`config.mk`:
```
export PLATFORM = sky130hd
export DESIGN_NAME = cpu_tx_fifo_periph_flat
export DESIGN_NICKNAME = d
export VERILOG_FILES = /design/src/rtl/cpu_tx_fifo_periph_pkg.sv /design/src/rtl/cpu_tx_fifo_periph_if.sv /design/src/rtl/cpu_tx_fifo_periph_sync_fifo.sv /design/src/rtl/cpu_tx_fifo_periph.sv /design/src/flat_wrapper.sv
export SDC_FILE = /design/constraint.sdc
export NUM_CORES = 1
export LEC_CHECK = 0
export CAP_MARGIN = 10
export CORE_MARGIN = 4
export CORE_UTILIZATION = 60
export DETAILED_ROUTE_END_ITERATION = 6
export PLACE_DENSITY = 0.8
export SYNTH_ARGS = -nofsm -noshare
export SYNTH_HDL_FRONTEND = slang
export SYNTH_SLANG_ARGS = --single-unit
```
`constraint.sdc`:
```
create_clock -name clk -period 6.35 [get_ports clk]
set_input_delay 1.27 -clock clk [delete_from_list [all_inputs] [get_ports clk]]
set_output_delay 1.27 -clock clk [all_outputs]
set_load 0.02 [all_outputs]
```
`src/rtl/cpu_tx_fifo_periph_pkg.sv`:
```
// Register addresses and bit positions shared by the TX FIFO peripheral and its users.
package cpu_tx_fifo_pkg;

  localparam logic [3:0] ADDR_DATA   = 4'h0;
  localparam logic [3:0] ADDR_STATUS = 4'h1;
  localparam logic [3:0] ADDR_COUNT  = 4'h2;
  localparam logic [3:0] ADDR_CTRL   = 4'h3;
  localparam logic [3:0] ADDR_LO_THR = 4'h4;
  localparam logic [3:0] ADDR_ID     = 4'h5;

  localparam int ST_EMPTY = 0;
  localparam int ST_FULL  = 1;
  localparam int ST_LOW   = 2;
  localparam int ST_OVF   = 3;

  localparam int CTRL_EN    = 0;
  localparam int CTRL_IE    = 1;
  localparam int CTRL_FLUSH = 2;

endpackage

```
`src/rtl/cpu_tx_fifo_periph_if.sv`:
```
// Simple CPU register bus: one access per cycle with CS high, registered read data.
interface cpu_if;
  logic       CS;
  logic       Rd_Wr;
  logic [3:0] Addr;
  logic [7:0] DataIn;
  logic [7:0] DataOut;

  modport master (output CS, Rd_Wr, Addr, DataIn, input DataOut);
  modport slave  (input CS, Rd_Wr, Addr, DataIn, output DataOut);
endinterface

```
`src/rtl/cpu_tx_fifo_periph_sync_fifo.sv`:
```
// First-word-fall-through synchronous FIFO; caller guarantees push only when room and pop only when data.
module sync_fifo #(
  parameter int WIDTH = 8,
  parameter int DEPTH = 16
) (
  input  logic                     clk,
  input  logic                     rst,
  input  logic                     push,
  input  logic                     pop,
  input  logic                     flush,
  input  logic [WIDTH-1:0]         wrData,
  output logic [WIDTH-1:0]         rdData,
  output logic [$clog2(DEPTH):0]   count,
  output logic                     full,
  output logic                     empty
);
  localparam int AW = $clog2(DEPTH);

  logic [WIDTH-1:0] mem [DEPTH];
  logic [AW-1:0]    wrPtr;
  logic [AW-1:0]    rdPtr;

  // Storage is not reset so it can map onto RAM primitives.
  always_ff @(posedge clk) begin
    if (push) mem[wrPtr] <= wrData;
  end

  always_ff @(posedge clk) begin
    if (rst || flush) begin
      wrPtr <= '0;
      rdPtr <= '0;
      count <= '0;
    end else begin
      if (push) wrPtr <= wrPtr + 1'b1;
      if (pop)  rdPtr <= rdPtr + 1'b1;
      if (push && !pop)      count <= count + 1'b1;
      else if (pop && !push) count <= count - 1'b1;
    end
  end

  assign rdData = mem[rdPtr];
  assign full   = (count == (AW+1)'(DEPTH));
  assign empty  = (count == '0);
endmodule

```
`src/rtl/cpu_tx_fifo_periph.sv`:
```
// CPU-writable transmit FIFO drained by a valid/ready byte stream, with status and low-water irq.
module cpu_tx_fifo_periph
  import cpu_tx_fifo_pkg::*;
#(
  parameter int         DEPTH      = 16,
  parameter logic [7:0] LO_THR_RST = 8'd4,
  parameter logic [7:0] ID_VAL     = 8'hA5
) (
  input  logic       clk,
  input  logic       rst,
  cpu_if.slave       bus,
  output logic [7:0] out_data,
  output logic       out_valid,
  input  logic       out_ready,
  output logic       irq
);
  localparam int AW = $clog2(DEPTH);

  logic         en;
  logic         ie;
  logic         ovf;
  logic [7:0]   loThr;
  logic [7:0]   dataOut;
  logic [AW:0]  count;
  logic         full;
  logic         empty;
  logic         wrAcc;
  logic         rdAcc;
  logic         dataWr;
  logic         push;
  logic         pop;
  logic         flush;
  logic         low;
  logic [7:0]   countByte;
  logic [7:0]   status;
  logic [7:0]   rdVal;

  assign wrAcc     = bus.CS && !bus.Rd_Wr;
  assign rdAcc     = bus.CS && bus.Rd_Wr;
  assign dataWr    = wrAcc && (bus.Addr == ADDR_DATA) && en;
  assign out_valid = en && !empty;
  assign pop       = out_valid && out_ready;
  // A full FIFO still accepts a byte when the consumer frees a slot in the same cycle.
  assign push      = dataWr && (!full || pop);
  assign flush     = wrAcc && (bus.Addr == ADDR_CTRL) && bus.DataIn[CTRL_FLUSH];
  assign countByte = 8'(count);
  assign low       = (countByte <= loThr);

  sync_fifo #(.WIDTH(8), .DEPTH(DEPTH)) fifo (
    .clk    (clk),
    .rst    (rst),
    .push   (push),
    .pop    (pop),
    .flush  (flush),
    .wrData (bus.DataIn),
    .rdData (out_data),
    .count  (count),
    .full   (full),
    .empty  (empty)
  );

  always_comb begin
    status           = '0;
    status[ST_EMPTY] = empty;
    status[ST_FULL]  = full;
    status[ST_LOW]   = low;
    status[ST_OVF]   = ovf;
  end

  always_comb begin
    rdVal = 8'h00;
    case (bus.Addr)
      ADDR_STATUS: rdVal = status;
      ADDR_COUNT:  rdVal = countByte;
      ADDR_CTRL:   rdVal = {6'b0, ie, en};
      ADDR_LO_THR: rdVal = loThr;
      ADDR_ID:     rdVal = ID_VAL;
      default:     rdVal = 8'h00;
    endcase
  end

  always_ff @(posedge clk) begin
    if (rst) begin
      en      <= 1'b0;
      ie      <= 1'b0;
      ovf     <= 1'b0;
      loThr   <= LO_THR_RST;
      dataOut <= 8'h00;
      irq     <= 1'b0;
    end else begin
      if (rdAcc) dataOut <= rdVal;
      if (wrAcc && (bus.Addr == ADDR_CTRL)) begin
        en <= bus.DataIn[CTRL_EN];
        ie <= bus.DataIn[CTRL_IE];
      end
      if (wrAcc && (bus.Addr == ADDR_LO_THR)) loThr <= bus.DataIn;
      if (dataWr && !push)
        ovf <= 1'b1;
      else if (wrAcc && (bus.Addr == ADDR_STATUS) && bus.DataIn[ST_OVF])
        ovf <= 1'b0;
      irq <= ie && (low || ovf);
    end
  end

  assign bus.DataOut = dataOut;
endmodule

```
`src/flat_wrapper.sv`:
```
// flat-port wrapper written by rule: the top's interface ports become plain ports
module cpu_tx_fifo_periph_flat import cpu_tx_fifo_pkg::*;
#(
  parameter int         DEPTH      = 16,
  parameter logic [7:0] LO_THR_RST = 8'd4,
  parameter logic [7:0] ID_VAL     = 8'hA5
)
  (clk, rst, out_data, out_valid, out_ready, irq, bus_CS, bus_Rd_Wr, bus_Addr, bus_DataIn, bus_DataOut);
  cpu_if bus_i ();
  input  logic clk;
  input  logic rst;
  output logic [7:0] out_data;
  output logic out_valid;
  input  logic out_ready;
  output logic irq;
  input wire logic [$bits(bus_i.CS)-1:0] bus_CS;
  input wire logic [$bits(bus_i.Rd_Wr)-1:0] bus_Rd_Wr;
  input wire logic [$bits(bus_i.Addr)-1:0] bus_Addr;
  input wire logic [$bits(bus_i.DataIn)-1:0] bus_DataIn;
  output wire logic [$bits(bus_i.DataOut)-1:0] bus_DataOut;
  assign bus_i.CS = bus_CS;
  assign bus_i.Rd_Wr = bus_Rd_Wr;
  assign bus_i.Addr = bus_Addr;
  assign bus_i.DataIn = bus_DataIn;
  assign bus_DataOut = bus_i.DataOut;
  cpu_tx_fifo_periph #(.DEPTH(DEPTH), .LO_THR_RST(LO_THR_RST), .ID_VAL(ID_VAL)) u_core (.clk(clk), .rst(rst), .bus(bus_i), .out_data(out_data), .out_valid(out_valid), .out_ready(out_ready), .irq(irq));
endmodule
```
==> results.txt, run 1 <==
status -> completed
gpl congestion -> 0.8761
DR pass1 iterations -> 5
CTS buffer count -> 17
die width -> 114.2 um
CP Capture Type -> primary output
syn avg cell area -> 16.28 um^2
most numerous cell in the Yosys netlist -> edfxtp_1
Final Hold Viols -> 0
Crit path required time -> 5.08 ns
Synth top cells by count -> edfxtp_1 (128), nor2_1 (44), mux4_2 (40)
Antenna Cells -> 0
critical path class -> reg2out
shortest period the worst path allows -> 4.500 ns
WL final -> 14.57 mm
top post-synthesis cells by area -> edfxtp_1 (57%), mux4_2 (13%), dfxtp_1 (11%)
post-DP HPWL -> 8.998 mm
CTS Buffer Depth -> 2
Post-CTS Resized -> 0
drt initial violations -> 560
Cell variety after synth -> 42
Max VDD drop -> 0.1997 mV
flops & latches, synth -> 165
Max-Slew Margin vs Limit -> 0.2266
max cap viols -> 0
CTS HTree Levels -> 4
final-report max-slew violation count -> 0
Final #Nets -> 487
DRC Markers -> 0
Gate Count Post-Synth -> 416
Worst Path Arrival -> 3.23 ns
Setup violations, final -> 0
most numerous cell on the critical path -> mux4_2
Slew @ Worst Pin -> 1.151 ns
CTS Sinks -> 165
Port Buffer Count -> 34
static leakage -> 2.589 nW
Area Overhead vs Synth -> 15.63%
number of synthesized flops with an enable pin -> 128
DP Worst Slack -> 1.709 ns
dominant cell type by area after synthesis -> edfxtp_1
Setup WS post-layout -> 1.850 ns
Period Utilization, post-route -> 0.7086
CTS root buffer -> clkbuf_16
R2R Path Start -> u_core.fifo.count[0]$_SDFFE_PP0P_
RSZ-0062 raised after global routing -> no
Max stage delay on crit path -> 0.71 ns
fillcell total -> 681
FFs w/ async S/R, synth -> 0
largest net degree at the start of global routing -> 33
Vias -> 3855
PwrDens -> 281.6 mW/mm^2
initial antenna violation count -> 0
Post-CTS Setup Bufs -> 0
wire per inst -> 23.97 um
sequential fraction of the synthesis area -> 0.6769
I/O Pins -> 35
area of the core -> 0.01094 mm^2
crit path capture -> out_data[2]
Cell Rows -> 38
Syn. warnings -> 0
CTS tree -> done
DIE AREA -> 0.01305 mm^2
Mapped Area -> 0.006773 mm^2
Post-synth top flop -> edfxtp_1
share of cells above drive strength 1 -> 0.1795
slowest CP cell -> dfxtp_2
HP Class -> reg2reg
DR vias/cell -> 6.340
synthesized netlist net count -> 448
Worst R2R Path Depth -> 11
first-pass GRT wire length -> 22.99 mm
Clock Latency Late Sink -> 0.42 ns
clock skew -> 0.008532 ns
Die Height -> 114.2 um
grt ovf -> 0
Fin Setup TNS -> 0 ns
Routed Antenna Nets -> 0
Fmax achieved -> 222.2 MHz
reg2reg end -> u_core.fifo.count[4]$_SDFFE_PP0P_
Yosys top cell area share -> 0.5675
worst-path cell chain -> buf_4 > mux4_2 > mux4_2 > clkdlybuf4s50_1
hold buffer count at CTS -> 0
CP startpoint kind -> flip-flop
critical path peak fanout -> 17
starting density of the core -> 0.6193
CTS clk-pin slew, worst paths -> 0.06 ns
vias in the first global route -> 3913
Hold Startpoint -> u_core.bus.DataOut[0]$_SDFFE_PP0P_
reg2reg setup slack -> 3.12 ns
GRT Total Usage -> 0.2461
[cell families (layout without fill, tap and decap cells)]
family / Yosys count / after routing / share of synthesized area
xor+xnor: 9 / 9 / 0.01164
buf+inv: 32 / 84 / 0.01903
compound gates: 42 / 42 / 0.04157
simple gates: 101 / 101 / 0.07131
fa+ha+maj: 15 / 15 / 0.02882
mux: 52 / 52 / 0.1507
flops: 165 / 165 / 0.6769
[report_power, final]
part	internal, mW	switching (mW)	total, mW
Combinational	0.0139	0.0305	0.0445
Sequential	1.16	0.000670	1.16
Clock	0.583	0.415	0.998
Total	1.76	0.446	2.20
[critical path: cells and delay by family (launching register included)]
| kind | cells | cell delay (ns) |
|---|---|---|
| buffers and inverters | 2 | 1.01 |
| muxes | 2 | 1.08 |
| DFF | 1 | 0.71 |
[area by class of cell]
cell class	instances	area [um^2]	area share
clock buffer	23	521.8	0.06662
clock inverter	9	62.56	0.007988
inverter	12	45.04	0.005752
multi-input combinational	219	2064	0.2636
sequential	165	4586	0.5856
tap	140	175.2	0.02237
timing repair buffer	40	376.6	0.04809
[sequential cells by signal (all words and copies together) (netlist names), named ones only]
register            flops
u_core.irq              1
u_core.en               1
u_core.bus.DataOut      8
u_core.ie               1
u_core.loThr            8
u_core.fifo.wrPtr       4
u_core.ovf              1
u_core.fifo.rdPtr       4
u_core.fifo.count       5
u_core.fifo.mem       128
[layer usage]
layer	track usage	routed length, um
met3	0.04598	968
met1	0.3483	6096
met2	0.3806	7155
met4	0.1045	352
met5	0	0
[cells in the final DEF (no fill, tap or decap), types with 3 or more instances in the layout]
master           Yosys  layout
edfxtp_1           128     128
nor2_1              44      44
mux4_2              40      40
dfxtp_1             37      36
clkdlybuf4s50_1      0      34
clkbuf_16            0      20
a21oi_1             16      16
nand2_1             15      15
ha_1                14      14
inv_1               12      12
mux2i_1             12      12
nand3_1             10      10
o21ai_0              9       9
nor3_1               7       6
xor2_1               5       5
nand4_1              5       5
nor2b_1              4       4
xnor2_1              4       4
clkinv_2             0       4
nand2b_1             3       3
a21o_1               3       3
clkbuf_1             8       3
inv_6                0       3
buf_4                0       3
[how the worst min path moves through the flow]
stage | cells after the start | slack, ns | to
6_report | 2 | 0.45 | u_core.bus.DataOut[0]$_SDFFE_PP0P_
5_1_grt | 2 | 0.48 | u_core.bus.DataOut[3]$_SDFFE_PP0P_
4_1_cts | 2 | 0.46 | u_core.bus.DataOut[0]$_SDFFE_PP0P_
3_5_place_dp | 2 | 0.45 | u_core.bus.DataOut[0]$_SDFFE_PP0P_
3_3_place_gp | 2 | 0.44 | u_core.bus.DataOut[6]$_SDFFE_PP0P_
2_1_floorplan | 1 | 0.45 | u_core.loThr[2]$_SDFFE_PP1P_
[stage by stage]
stage | hold WS, ns | utilization | cell area (um^2) | total power, mW | instances
after detailed placement | 0.4479 | 0.6610 | 7228 | 1.229 | 573
after global routing | 0.4752 | 0.7161 | 7831 | 2.273 | 608
final | 0.4546 | 0.7161 | 7831 | 2.205 | 608
after CTS | 0.4562 | 0.7144 | 7812 | 2.213 | 605
after global placement | 0.4418 | 0.6610 | 7228 | 1.228 | 573
after floorplan | 0.4530 | - | 6773 | 1.201 | 416
Power figures use the tool's default switching activity.
==> run 2, diff against run 1 <==
CORE_UTILIZATION = 54   (was 60)
PLACE_DENSITY = 0.76   (was 0.8)
clock period = 4.1 ns   (was 6.35 ns; I/O delays follow)
==> results.txt, run 2 (synthesized netlist as in run 1, its figures left out) <==
status -> completed
die width -> 120.0 um
Levels on crit path -> 11
Worst R2R Path Depth -> 11
CTS clk-pin slew, worst paths -> 0.06 ns
Setup WS post-layout -> 0.5547 ns
Largest Register -> u_core.fifo.mem
DRC Markers -> 0
final-report max-slew violation count -> 0
most numerous cell on the critical path -> a21oi_1
static leakage -> 2.670 nW
WL final -> 13.35 mm
Post-CTS Resized -> 0
commonest non-fill, non-tap cell in the layout -> edfxtp_1
post-DP HPWL -> 8.976 mm
slowest CP cell -> or4b_4
utilization after layout -> 0.6571
CTS buffer count -> 17
shortest period the worst path allows -> 3.545 ns
non-filler cells, final -> 655
Cell Rows -> 40
PwrDens -> 418.7 mW/mm^2
Routed Antenna Nets -> 0
Antenna Cells -> 0
delay-heaviest family, CP -> simple AND/OR/NAND/NOR gates
max cap viols -> 0
worst-path cell chain -> clkdlybuf4s50_1 > or4b_4 > a311oi_4 > ha_1 > inv_1 > fa_1 > a21o_1 > a21oi_1 > xnor2_1 > or3_1 > a21oi_1
Crit path required time -> 4.45 ns
CTS Buffer Depth -> 2
critical path class -> in2reg
initial antenna violation count -> 0
Worst Path Arrival -> 3.90 ns
share of cells above drive strength 1 -> 0.2053
DP Worst Slack -> 0.1425 ns
Final Hold Viols -> 0
hold depth -> 2
I/O Pins -> 35
reg2reg setup slack -> 0.89 ns
Clock Latency Late Sink -> 0.42 ns
Max VDD drop -> 0.1899 mV
R2R Path Start -> u_core.fifo.count[0]$_SDFFE_PP0P_
Period Utilization, post-route -> 0.8647
area of the core -> 0.01216 mm^2
critical path peak fanout -> 7
Port Buffer Count -> 34
reg2reg end -> u_core.fifo.count[4]$_SDFFE_PP0P_
Slew @ Worst Pin -> 0.8379 ns
CTS HTree Levels -> 4
HP Class -> reg2reg
max reg flops -> 128
largest net degree at the start of global routing -> 33
Vias -> 3746
Die Height -> 120.0 um
DR vias/cell -> 5.719
Post-CTS Setup Bufs -> 0
Hold Startpoint -> u_core.bus.DataOut[3]$_SDFFE_PP0P_
Fmax achieved -> 282.1 MHz
clock skew -> 0.006131 ns
first-pass GRT wire length -> 22.00 mm
Buffers & Inverters on Critical Path -> 2
Max-Slew Margin vs Limit -> 0.4270
GRT Total Usage -> 0.2067
Critical Path Start -> bus_Addr[3]
drt initial violations -> 432
Hold Path Sink -> u_core.bus.DataOut[3]$_SDFFE_PP0P_
Max stage delay on crit path -> 0.61 ns
dpl cells -> 623
hold buffer count at CTS -> 0
CTS root buffer -> clkbuf_16
CTS tree -> done
CP Capture Type -> flip-flop
vias in the first global route -> 3878
DIE AREA -> 0.01440 mm^2
grt ovf -> 0
CP startpoint kind -> primary input
wire per inst -> 20.39 um
most frequent cells in the layout -> edfxtp_1 (128), nor2_1 (44), mux4_2 (40), dfxtp_1 (36), clkdlybuf4s50_1 (34)
starting density of the core -> 0.5569
CTS Sinks -> 165
Area Overhead vs Synth -> 17.99%
Fin Setup TNS -> 0 ns
RSZ-0062 raised after global routing -> no
gpl congestion -> 0.8409
Final #Nets -> 507
Setup violations, final -> 0
DR pass1 iterations -> 6
-- run 2: changes by cell type in the layout (fill, tap and decap cells not counted) --
cell / previous run / this run
buf_4: 3 / 24
clkbuf_16: 20 / 17
inv_6: 3 / 0
buf_2: 2 / 0
bufinv_16: 0 / 2
clkinv_1: 0 / 2
buf_12: 0 / 1
clkbuf_8: 1 / 0
clkinv_2: 4 / 5
clkinvlp_2: 0 / 1
nor3_1: 6 / 7
nor3_2: 1 / 0
-- run 2: worst reg2reg max path: cells and delay by family (launching register included) --
kind,cells,cell delay [ns]
adder cells (fa/ha/maj),2,0.65
XOR/XNOR,1,0.09
AO/OA/AOI/OAI,3,0.49
flip-flops,1,0.40
buffers and inverters,1,0.10
AND/OR/NAND/NOR,4,1.41
-- run 2: cell type report --
cell class	count	area, um^2
inverters	12	45.04
multi-input cells	219	2059
clock inverters	12	113.9
repair buffers	60	544.3
fillers	855	4170
clock buffers	19	432.9
flip-flops and latches	165	4586
well taps	168	210.2
-- run 2: power breakdown --
group          switching (mW)  leakage [nW]  internal, mW
combinational          0.0454         0.954        0.0247
sequential            0.00100          1.45          1.80
clock                   0.594         0.267         0.880
-- run 2: worst max path at each step --
stage               slack [ns]                                 to
floorplan                 0.56  u_core.fifo.count[4]$_SDFFE_PP0P_
global placement          0.24  u_core.fifo.count[4]$_SDFFE_PP0P_
detailed placement        0.14  u_core.fifo.count[4]$_SDFFE_PP0P_
CTS                       0.53                        out_data[0]
global route              0.38  u_core.fifo.count[4]$_SDFFE_PP0P_
finish                    0.55  u_core.fifo.count[4]$_SDFFE_PP0P_
-- run 2: metrics by stage --
| step | hold WS (ns) | cell area, um^2 | total power [mW] |
|---|---|---|---|
| detailed placement | 0.4528 | 7441 | 1.907 |
| global route | 0.4769 | 7991 | 3.469 |
| floorplan | 0.4530 | 6773 | 1.859 |
| global placement | 0.4422 | 7441 | 1.904 |
| CTS | 0.4612 | 7988 | 3.376 |
| finish | 0.4562 | 7991 | 3.346 |
-- run 2: metal layers --
metal | GRT usage | vias to the layer above | part of all wire
met5 | 0 | - | 0
met4 | 0.08733 | 0 | 0.027
met3 | 0.04760 | 28 | 0.044
met2 | 0.3221 | 103 | 0.50
met1 | 0.2821 | 1889 | 0.43
li1 | - | 1726 | -
